$ cat src/rtl/pim_tile_engine_pkg.sv
`default_nettype none
// ============================================================================
// Module   : pim_tile_engine_pkg
// Brief    : Shared sizes, state encoding and helpers for the PIM tile engine.
// Revision : 1.0
// ============================================================================
package pim_tile_engine_pkg;

    localparam int WIDTH             = 32;
    localparam int CHUNK_SIZE        = 2;
    localparam int PIM_UNIT_CAPACITY = 2;

    // Accept edge to result_valid, in clock cycles.
    localparam int PIM_TILE_LATENCY  = CHUNK_SIZE * PIM_UNIT_CAPACITY + 1;

    typedef enum logic [1:0] {
        IDLE    = 2'd0,
        COMPUTE = 2'd1,
        DONE    = 2'd2
    } pim_tile_state_t;

    function automatic int cnt_width(input int bound);
        return (bound > 1) ? $clog2(bound) : 1;
    endfunction

endpackage
`default_nettype wire

$ cat src/rtl/pim_mac_lane.sv
`default_nettype none
// ============================================================================
// Module   : pim_mac_lane
// Brief    : One result-column multiply-accumulate lane (modulo 2^WIDTH).
// Revision : 1.0
// ============================================================================
module pim_mac_lane #(
    parameter int WIDTH = 32
) (
    input  logic             clk,
    input  logic             rst,
    input  logic             clr,
    input  logic             en,
    input  logic [WIDTH-1:0] a,
    input  logic [WIDTH-1:0] b,
    output logic [WIDTH-1:0] acc_out
);

    logic [WIDTH-1:0] w_prod;

    assign w_prod = a * b;

    always_ff @(posedge clk) begin
        if (rst) begin
            acc_out <= '0;
        end else if (en) begin
            acc_out <= clr ? '0 : acc_out + w_prod;
        end
    end

endmodule
`default_nettype wire

$ cat src/rtl/pim_tile_engine.sv
`default_nettype none
// ============================================================================
// Module   : pim_tile_engine
// Brief    : Row-serial MAC engine returning the CHUNK_SIZE^2 partial product.
// Revision : 1.0
// ============================================================================
module pim_tile_engine #(
    parameter int ID                = 0,
    parameter int WIDTH             = pim_tile_engine_pkg::WIDTH,
    parameter int CHUNK_SIZE        = pim_tile_engine_pkg::CHUNK_SIZE,
    parameter int PIM_UNIT_CAPACITY = pim_tile_engine_pkg::PIM_UNIT_CAPACITY
) (
    input  logic                                                 clk,
    input  logic                                                 rst,
    input  logic                                                 valid,
    input  logic [CHUNK_SIZE-1:0][PIM_UNIT_CAPACITY-1:0][WIDTH-1:0] matrixA,
    input  logic [PIM_UNIT_CAPACITY-1:0][CHUNK_SIZE-1:0][WIDTH-1:0] matrixB,
    output logic [CHUNK_SIZE*CHUNK_SIZE-1:0][WIDTH-1:0]           result,
    output logic                                                 result_valid,
    output logic                                                 ready,
    output logic                                                 busy
);
    import pim_tile_engine_pkg::*;

    localparam int RW = cnt_width(CHUNK_SIZE);
    localparam int KW = cnt_width(PIM_UNIT_CAPACITY);
    localparam logic [RW-1:0] R_LAST = RW'(CHUNK_SIZE - 1);
    localparam logic [KW-1:0] K_LAST = KW'(PIM_UNIT_CAPACITY - 1);

    if (CHUNK_SIZE < 1 || PIM_UNIT_CAPACITY < 1 || WIDTH < 1 || ID < 0) begin : g_param_check
        $error("pim_tile_engine: illegal parameterisation");
    end

    pim_tile_state_t r_state;
    logic [RW-1:0]   r_row;
    logic [KW-1:0]   r_k;
    logic [CHUNK_SIZE-1:0][PIM_UNIT_CAPACITY-1:0][WIDTH-1:0] r_a;
    logic [PIM_UNIT_CAPACITY-1:0][CHUNK_SIZE-1:0][WIDTH-1:0] r_b;

    logic                                w_start;
    logic                                w_lane_en;
    logic                                w_lane_clr;
    logic [WIDTH-1:0]                    w_a;
    logic [CHUNK_SIZE-1:0][WIDTH-1:0]    w_acc;
    logic [CHUNK_SIZE-1:0][WIDTH-1:0]    w_sum;

    assign w_start    = (r_state == IDLE) && valid;
    assign w_lane_en  = w_start || (r_state == COMPUTE);
    // Lanes restart on a new request and again after each row's last K term.
    assign w_lane_clr = w_start || (r_k == K_LAST);
    assign w_a        = r_a[r_row][r_k];

    for (genvar c = 0; c < CHUNK_SIZE; c++) begin : g_lane
        logic [WIDTH-1:0] w_b;
        assign w_b      = r_b[r_k][c];
        assign w_sum[c] = w_acc[c] + w_a * w_b;

        pim_mac_lane #(
            .WIDTH (WIDTH)
        ) u_lane (
            .clk     (clk),
            .rst     (rst),
            .clr     (w_lane_clr),
            .en      (w_lane_en),
            .a       (w_a),
            .b       (w_b),
            .acc_out (w_acc[c])
        );
    end

    always_ff @(posedge clk) begin
        if (rst) begin
            r_state      <= IDLE;
            r_row        <= '0;
            r_k          <= '0;
            r_a          <= '0;
            r_b          <= '0;
            result       <= '0;
            result_valid <= 1'b0;
            ready        <= 1'b1;
            busy         <= 1'b0;
        end else begin
            case (r_state)
                IDLE: begin
                    if (valid) begin
                        r_a     <= matrixA;
                        r_b     <= matrixB;
                        r_row   <= '0;
                        r_k     <= '0;
                        ready   <= 1'b0;
                        busy    <= 1'b1;
                        r_state <= COMPUTE;
                    end
                end
                COMPUTE: begin
                    if (r_k == K_LAST) begin
                        for (int rr = 0; rr < CHUNK_SIZE; rr++) begin
                            if (r_row == RW'(rr)) begin
                                for (int c = 0; c < CHUNK_SIZE; c++) begin
                                    result[rr*CHUNK_SIZE + c] <= w_sum[c];
                                end
                            end
                        end
                        r_k <= '0;
                        if (r_row == R_LAST) begin
                            result_valid <= 1'b1;
                            r_state      <= DONE;
                        end else begin
                            r_row <= r_row + 1'b1;
                        end
                    end else begin
                        r_k <= r_k + 1'b1;
                    end
                end
                DONE: begin
                    result_valid <= 1'b0;
                    busy         <= 1'b0;
                    ready        <= 1'b1;
                    r_state      <= IDLE;
                end
                default: r_state <= IDLE;
            endcase
        end
    end

endmodule
`default_nettype wire

$ cat config.mk
export PLATFORM = sky130hd
export DESIGN_NAME = pim_tile_engine
export DESIGN_NICKNAME = d
export VERILOG_FILES = /design/src/rtl/pim_tile_engine_pkg.sv /design/src/rtl/pim_mac_lane.sv /design/src/rtl/pim_tile_engine.sv
export SDC_FILE = /design/constraint.sdc
export NUM_CORES = 2
export LEC_CHECK = 0
export CAP_MARGIN = 20
export CORE_AREA = 2 2 307 309
export DETAILED_ROUTE_END_ITERATION = 10
export DIE_AREA = 0 0 309 311
export GPL_TIMING_DRIVEN = 0
export PLACE_DENSITY = 0.79
export SYNTH_ARGS = -nofsm -noshare
export SYNTH_HDL_FRONTEND = slang
export SYNTH_SLANG_ARGS = --single-unit
$ cat constraint.sdc
create_clock -name clk -period 8.9 [get_ports clk]
set_clock_uncertainty 0.1 [all_clocks]
set_input_delay 1.335 -clock clk [delete_from_list [all_inputs] [get_ports clk]]
set_output_delay 1.335 -clock clk [all_outputs]
set_load 0.1 [all_outputs]
# ---- Word level (Yosys, flattened, before mapping)
# Index checks and enable logic that the tools add are counted.
dict set report totals {
  wordCells 73
  in_bits 259
  reg_bits 455
  out_inout_bits 131
}
dict set report classes {
  n_eq_ne 5
  n_reduce_logical 15
  magnitude_cmp 2
  bitwise 1
  mux 24
  add_sub_neg 4
  multipliers 2
}
# op n
set op_table {}
lappend op_table {{2-to-1 mux 64 bit} 4}
lappend op_table {{2-to-1 mux 32 bit} 4}
lappend op_table {{adder 32 bit} 2}
lappend op_table {{multiplier 32 x 32 -> 32 bit} 2}
lappend op_table {{AND reduction 3 bit} 5}
lappend op_table {{one-hot mux 1 bit (2 select lines)} 5}
lappend op_table {{2-to-1 mux 1 bit} 7}
lappend op_table {{2-to-1 mux 2 bit} 3}
lappend op_table {{!= test 2 bit (second input constant)} 3}
lappend op_table {{AND reduction 2 bit} 3}
lappend op_table {{nonzero test 2 bit} 3}
lappend op_table {{less-than comparator 1 x 2 -> 1 bit (second input constant)} 2}
lappend op_table {{one-hot mux 2 bit (2 select lines)} 1}
lappend op_table {{adder 1 bit (second input constant)} 2}
lappend op_table {{== test 2 x 1 -> 1 bit (second input constant)} 1}
lappend op_table {{== test 2 bit (second input constant)} 1}
lappend op_table {{logical NOT 2 bit} 1}
lappend op_table {{logical OR 1 bit} 2}
lappend op_table {{logical AND 1 bit} 1}
lappend op_table {{NOT 1 bit} 1}

# ---- Longest topological paths before layout
dict set report depth {
  word_depth 7
  ltp_mapped 36
}

# ---- By module
# From an unflattened synthesis, not the netlist that was laid out.
dict set report unflattened {
  hier_cells 9843
  area_unflattened_um2 83904.2
}
# module area_per_inst_um2 cells_per_inst n_inst
set by_module_without_submodules {}
lappend by_module_without_submodules {pim_tile_engine 48255.0 5880 1}
lappend by_module_without_submodules {{pim_mac_lane (g_lane[0].u_lane)} 17872.1 1982 1}
lappend by_module_without_submodules {{pim_mac_lane (g_lane[1].u_lane)} 17777.0 1981 1}

# ---- Least setup slack after synthesis
# Ideal clock, no wire load.
dict set report synth_path {
  kind {reg-to-reg}
  start {register r_row}
  end {register result[31] (netlist bit)}
  t_arrival_ps 8869
  period_less_slack_ps 9055
  path_slack_ps -155
  path_buffers 7
  stages_incl_launch_ff 35
  required_ps 8714
  setup_ps 86
  cell_sequence {dfxtp_1 buf_6 buf_6 buf_4 buf_1 buf_1 mux2_2 o21ai_1 clkbuf_1 nor2_1 fa_1 inv_1 fa_1 inv_1 fa_1 inv_1 fa_1 inv_1 fa_1 fa_1 fa_1 inv_1 fa_1 inv_1 ha_1 clkbuf_1 nand4_1 nor3_1 and3_1 a221o_1 o41ai_1 o21ai_0 a31oi_1 xnor2_1 a211oi_1}
}
dict set report synth_between {
  elab_chain_len 6
  word_cells_on_any_way 8
  cone_classes {add/sub: 1; mul: 1; mux: 4; bitwise: 1; reduce/logical: 1}
}
# element line_no
set synth_lines {}
lappend synth_lines {{from (decl)} pim_tile_engine.sv:35} ;# logic [RW-1:0] r_row;
lappend synth_lines {{from (signal assigned)} pim_tile_engine.sv:109} ;# r_row <= r_row + 1'b1;
lappend synth_lines {{2-to-1 mux 64 bit (not written as such) (2 in a row)} pim_tile_engine.sv:51} ;# assign w_a = r_a[r_row][r_k];
lappend synth_lines {{2-to-1 mux 32 bit (not written as such) (2 in a row)} pim_tile_engine.sv:51}
lappend synth_lines {{multiplier 32 x 32 -> 32 bit} pim_tile_engine.sv:56} ;# assign w_sum[c] = w_acc[c] + w_a * w_b;
lappend synth_lines {{adder 32 bit} pim_tile_engine.sv:56}
lappend synth_lines {{to (signal, indexed assignment)} pim_tile_engine.sv:100} ;# result[rr*CHUNK_SIZE + c] <= w_sum[c];
lappend synth_lines {{to (decl)} pim_tile_engine.sv:18} ;# output logic [CHUNK_SIZE*CHUNK_SIZE-1:0][WIDTH-1:0] result,
# Parallel ways exist; a longest one is shown, timed or not. The select of a mux whose other input is x is not followed.
# A chain may end at the register's enable or synchronous reset.

# ---- Worst setup path in the final report
dict set report layout_path {
  start {register r_k}
  end {register g_lane[1].u_lane.acc_out[31]}
}
dict set report layout_between {
  elab_chain_len 5
  word_cells_on_any_way 8
  cone_classes {add/sub: 1; mul: 1; mux: 5; reduce/logical: 1}
}
# element line_no
set layout_lines {}
lappend layout_lines {{from (decl)} pim_tile_engine.sv:36} ;# logic [KW-1:0] r_k;
lappend layout_lines {{from (signal assigned)} pim_tile_engine.sv:112} ;# r_k <= r_k + 1'b1;
lappend layout_lines {{2-to-1 mux 32 bit (not written as such) / 2-to-1 mux 64 bit (equally long branches) (2 in a row)} {pim_tile_engine.sv:51, pim_tile_engine.sv:55}}
lappend layout_lines {{multiplier 32 x 32 -> 32 bit} pim_mac_lane.sv:21} ;# assign w_prod = a * b;
lappend layout_lines {{adder 32 bit} pim_mac_lane.sv:27} ;# acc_out <= clr ? '0 : acc_out + w_prod;
lappend layout_lines {{2-to-1 mux 32 bit *} pim_mac_lane.sv:27}
lappend layout_lines {{to (signal assigned)} pim_mac_lane.sv:27}
lappend layout_lines {{to (decl)} pim_mac_lane.sv:16} ;# output logic [WIDTH-1:0] acc_out
# Mark *: on every way between the ends. The rest lies on a longest branch, timed or not. The select of a mux whose other input is x is not followed.

==> flow_summary.toml <==
[critical_path]
crit_required_ns = 9.26
r2r-end = "g_lane[1].u_lane.acc_out[31]"
critPathMostFrequentCell = "fa_1"
reg2reg_from = "r_k"
crit_type = "reg2reg"
arrival_ns = 9.30
critPathLaunch = "r_k"
crit_fanout = 11
reg2reg_depth = 31
crit_family = "adder cells"
cp-start-kind = "flip-flop"
critPathBufInv = 11
r2r_setup_slack_ns = -0.03
critPathSlowestCell = "fa_1"
critPathMaxStageDelay_ns = 0.56
crit_path_end_kind = "flip-flop"

[drt]
drt_first_pass_iters = 7
vias = 47250
detail-route-antenna-nets = 0
drc = 0
wl_per_cell_um = 27.55
viasPerCell = 5.932
drt-total-wl_um = 219400
drt_iter0_markers = 5395

[timing]
fmax_ghz = 0.1119
worst_pin_slew_ns = 1.168
timing.final.hold_violations = 0
slew_violations = 0
rsz0062_at_grt = "true"
min_period_over_period_pct = 100.4
fin_crit_ns = 8.935
hold_slack_ns = 0.3532
finalWorstSetupSlack_ns = -0.03482
relSlewSlack_pct = 22.17
setup_viol = 3

[power_and_ir_drop]
p_per_area_nw_per_um2 = 203.4
vdd_ir_drop_max_uv = 302.3
p_leak_nw = 26.60

[placed_design]
port_buffers = 388
post-dp-hpwl_um = 180800
pre_cts_slack_ns = -2.692
gp_congestion = 1.098
dpl-instance-area_um2 = 56570

[die]
die-area_um2 = 96100
die_w_um = 309
core_area_um2 = 92770
rows = 112
die_y_um = 311
start_util_pct = 54.53
io_pins = 390

[clock_network]
cts_hold_buf = 0
cts_tree = "yes"
clkSinkCount = 455
numCtsBuffers = 47
clk_pin_slew_ns = 0.07
h-tree-depth = 2
cts_root_buf = "clkbuf_16"
clockBufferDepth = 3
clk-insertion-delay-late_ns = 0.63

[final_layout]
layout_commonest_cell = "nand2_1"
final_util_pct = 65.50
final_cell_mix = "nand2_1 (1255), inv_1 (1019), fa_1 (872)"
finalInstanceArea_um2 = 60760
drive_gt1_share_pct = 7.817
area_delta_synth_final_pct = 20.12
fin_nets = 8049

[hold_path]
min_from = "result[56]"
holdPathStages = 2
hold_path_class = "reg2reg"
holdPathEnd = "result[56]"

[yosys]
synth-seq-area-share_pct = 18.01
synthDistinctLibCells = 64
syn_inst = 6139
syn_area_per_cell_um2 = 8.241
synth_edf_count = 0
synthFlopType = "dfxtp_1"
netlist_area_um2 = 50590
synth-seq-cells = 455
yosysWarnings = 0
async_flop_share_pct = 0
synth_nets = 7522

[job]
drv_cap = 0

[global_route]
grt_pass1_vias = 47240
grt_usage_pct = 45.37
grt_pass1_wl_um = 310700
grt_max_degree = 17
grt.overflow.total = 0
antenna_found_initial = 11

[status]
outcome = "finished, violations left"
violations = "setup timing"
==> logic make-up after synthesis <==
logic type	Yosys count	synth area share, %
AND/OR/NAND/NOR	2206	17.41
multiplexers	101	2.075
XOR/XNOR	162	2.889
flip-flops	455	18.01
AO/OA/AOI/OAI	732	8.488
adder cells (fa/ha/maj)	1124	40.80
buffers and inverters	1359	10.33
==> timing repair <==
| action | 4_1_cts | 5_1_grt |
|---|---|---|
| resized for setup | 365 | 249 |
| setup endpoints to repair | 135 | 65 |
| setup buffers | 23 | 55 |
| pin swaps | 28 | 45 |
| cloned | 0 | 4 |
==> worst max-delay path by stage <==
stage | endpoint | slack [ns] | depth (start not counted)
floorplan | result[31] | 0.11 | 34
global placement | result[31] | -2.84 | 32
detailed placement | result[95] | -2.69 | 33
CTS | result[31] | 0.004 | 34
global route | g_lane[1].u_lane.acc_out[30] | -0.13 | 35
finish | g_lane[1].u_lane.acc_out[31] | -0.03 | 31
==> cell type report <==
cell class | count | area, um^2
inverter | 1024 | 3844
buffer | 306 | 2100
tap | 1254 | 1569
clock inverter | 17 | 314.1
multi-input combinational | 4325 | 37220
sequential | 455 | 9110
clock buffer | 69 | 1400
fill | 8033 | 32000
timing repair buffer | 507 | 5187
antenna | 9 | 22.52
==> registers in the layout, summed over array words and instances (netlist names) <==
name / count
busy: 1
g_lane.u_lane.acc_out: 64
r_a: 128
r_b: 128
r_k: 1
r_row: 1
r_state: 2
ready: 1
result: 128
result_valid: 1
==> worst register-to-register path, delay by kind of cell, from the launching register on <==
kind	cells	cell delay [ns]
buffers and inverters	11	1.53
xor gates and xnor gates	8	2.04
adders and majority gates	8	4.09
AOI/OAI and AO/OA	2	0.41
and+or+nand+nor	2	0.29
DFF	1	0.31
==> metal layers <==
layer | routed length (um) | global-route usage [%] | share of wire, %
met1 | 73650 | 53.58 | 34
met2 | 93600 | 67.47 | 43
met3 | 28810 | 14.86 | 13
met4 | 23140 | 36.71 | 11
met5 | 236 | 0 | 0.11
==> per-stage QoR <==
stage | cells | TNS (ns) | total power, mW
3_3_place_gp | 7781 | -231.93 | 8.979
2_1_floorplan | 6139 | 0 | 6.359
4_1_cts | 7908 | 0 | 11.82
6_report | 7966 | -0.04739 | 12.36
5_1_grt | 7960 | -0.8949 | 12.78
3_5_place_dp | 7816 | -188.37 | 9.151
==> cell usage after synthesis, types with 4 or more instances <==
cell / number / share of area (%)
nand2b_1: 76 / 0.94
buf_2: 9 / 0.089
mux2i_1: 70 / 1.4
and2_0: 4 / 0.049
dfxtp_1: 455 / 18
o32ai_2: 5 / 0.16
buf_1: 38 / 0.28
nand3_1: 20 / 0.20
fa_1: 876 / 35
nor3_1: 16 / 0.16
a211oi_1: 20 / 0.30
and3_1: 5 / 0.062
o211ai_1: 7 / 0.10
buf_6: 7 / 0.16
a22oi_1: 49 / 0.73
inv_1: 1024 / 7.6
o32ai_1: 7 / 0.12
a21oi_1: 410 / 4.1
nand2_1: 1266 / 9.4
o21bai_1: 5 / 0.074
o21ai_0: 65 / 0.64
nor4_1: 4 / 0.049
o21a_1: 43 / 0.64
xor2_1: 52 / 0.90
nor2_1: 719 / 5.3
o21ai_1: 12 / 0.12
a21o_1: 16 / 0.24
a31oi_1: 9 / 0.11
nand3b_1: 8 / 0.12
clkbuf_1: 275 / 2.0
ha_1: 248 / 6.1
xnor2_1: 106 / 1.8
and2_1: 58 / 0.72
nand4_1: 4 / 0.049
or3_1: 9 / 0.11
mux2_2: 31 / 0.69
o22ai_1: 52 / 0.64
nor2b_1: 9 / 0.11
==> power by group <==
part / switching [mW] / leakage, nW / internal (mW) / total, mW
Sequential: 0.136 / 3.71 / 2.20 / 2.33
Clock: 0.893 / 0.836 / 1.30 / 2.20
Combinational: 5.14 / 22.0 / 2.69 / 7.83
Note: power is estimated with default switching activity, not from simulation.
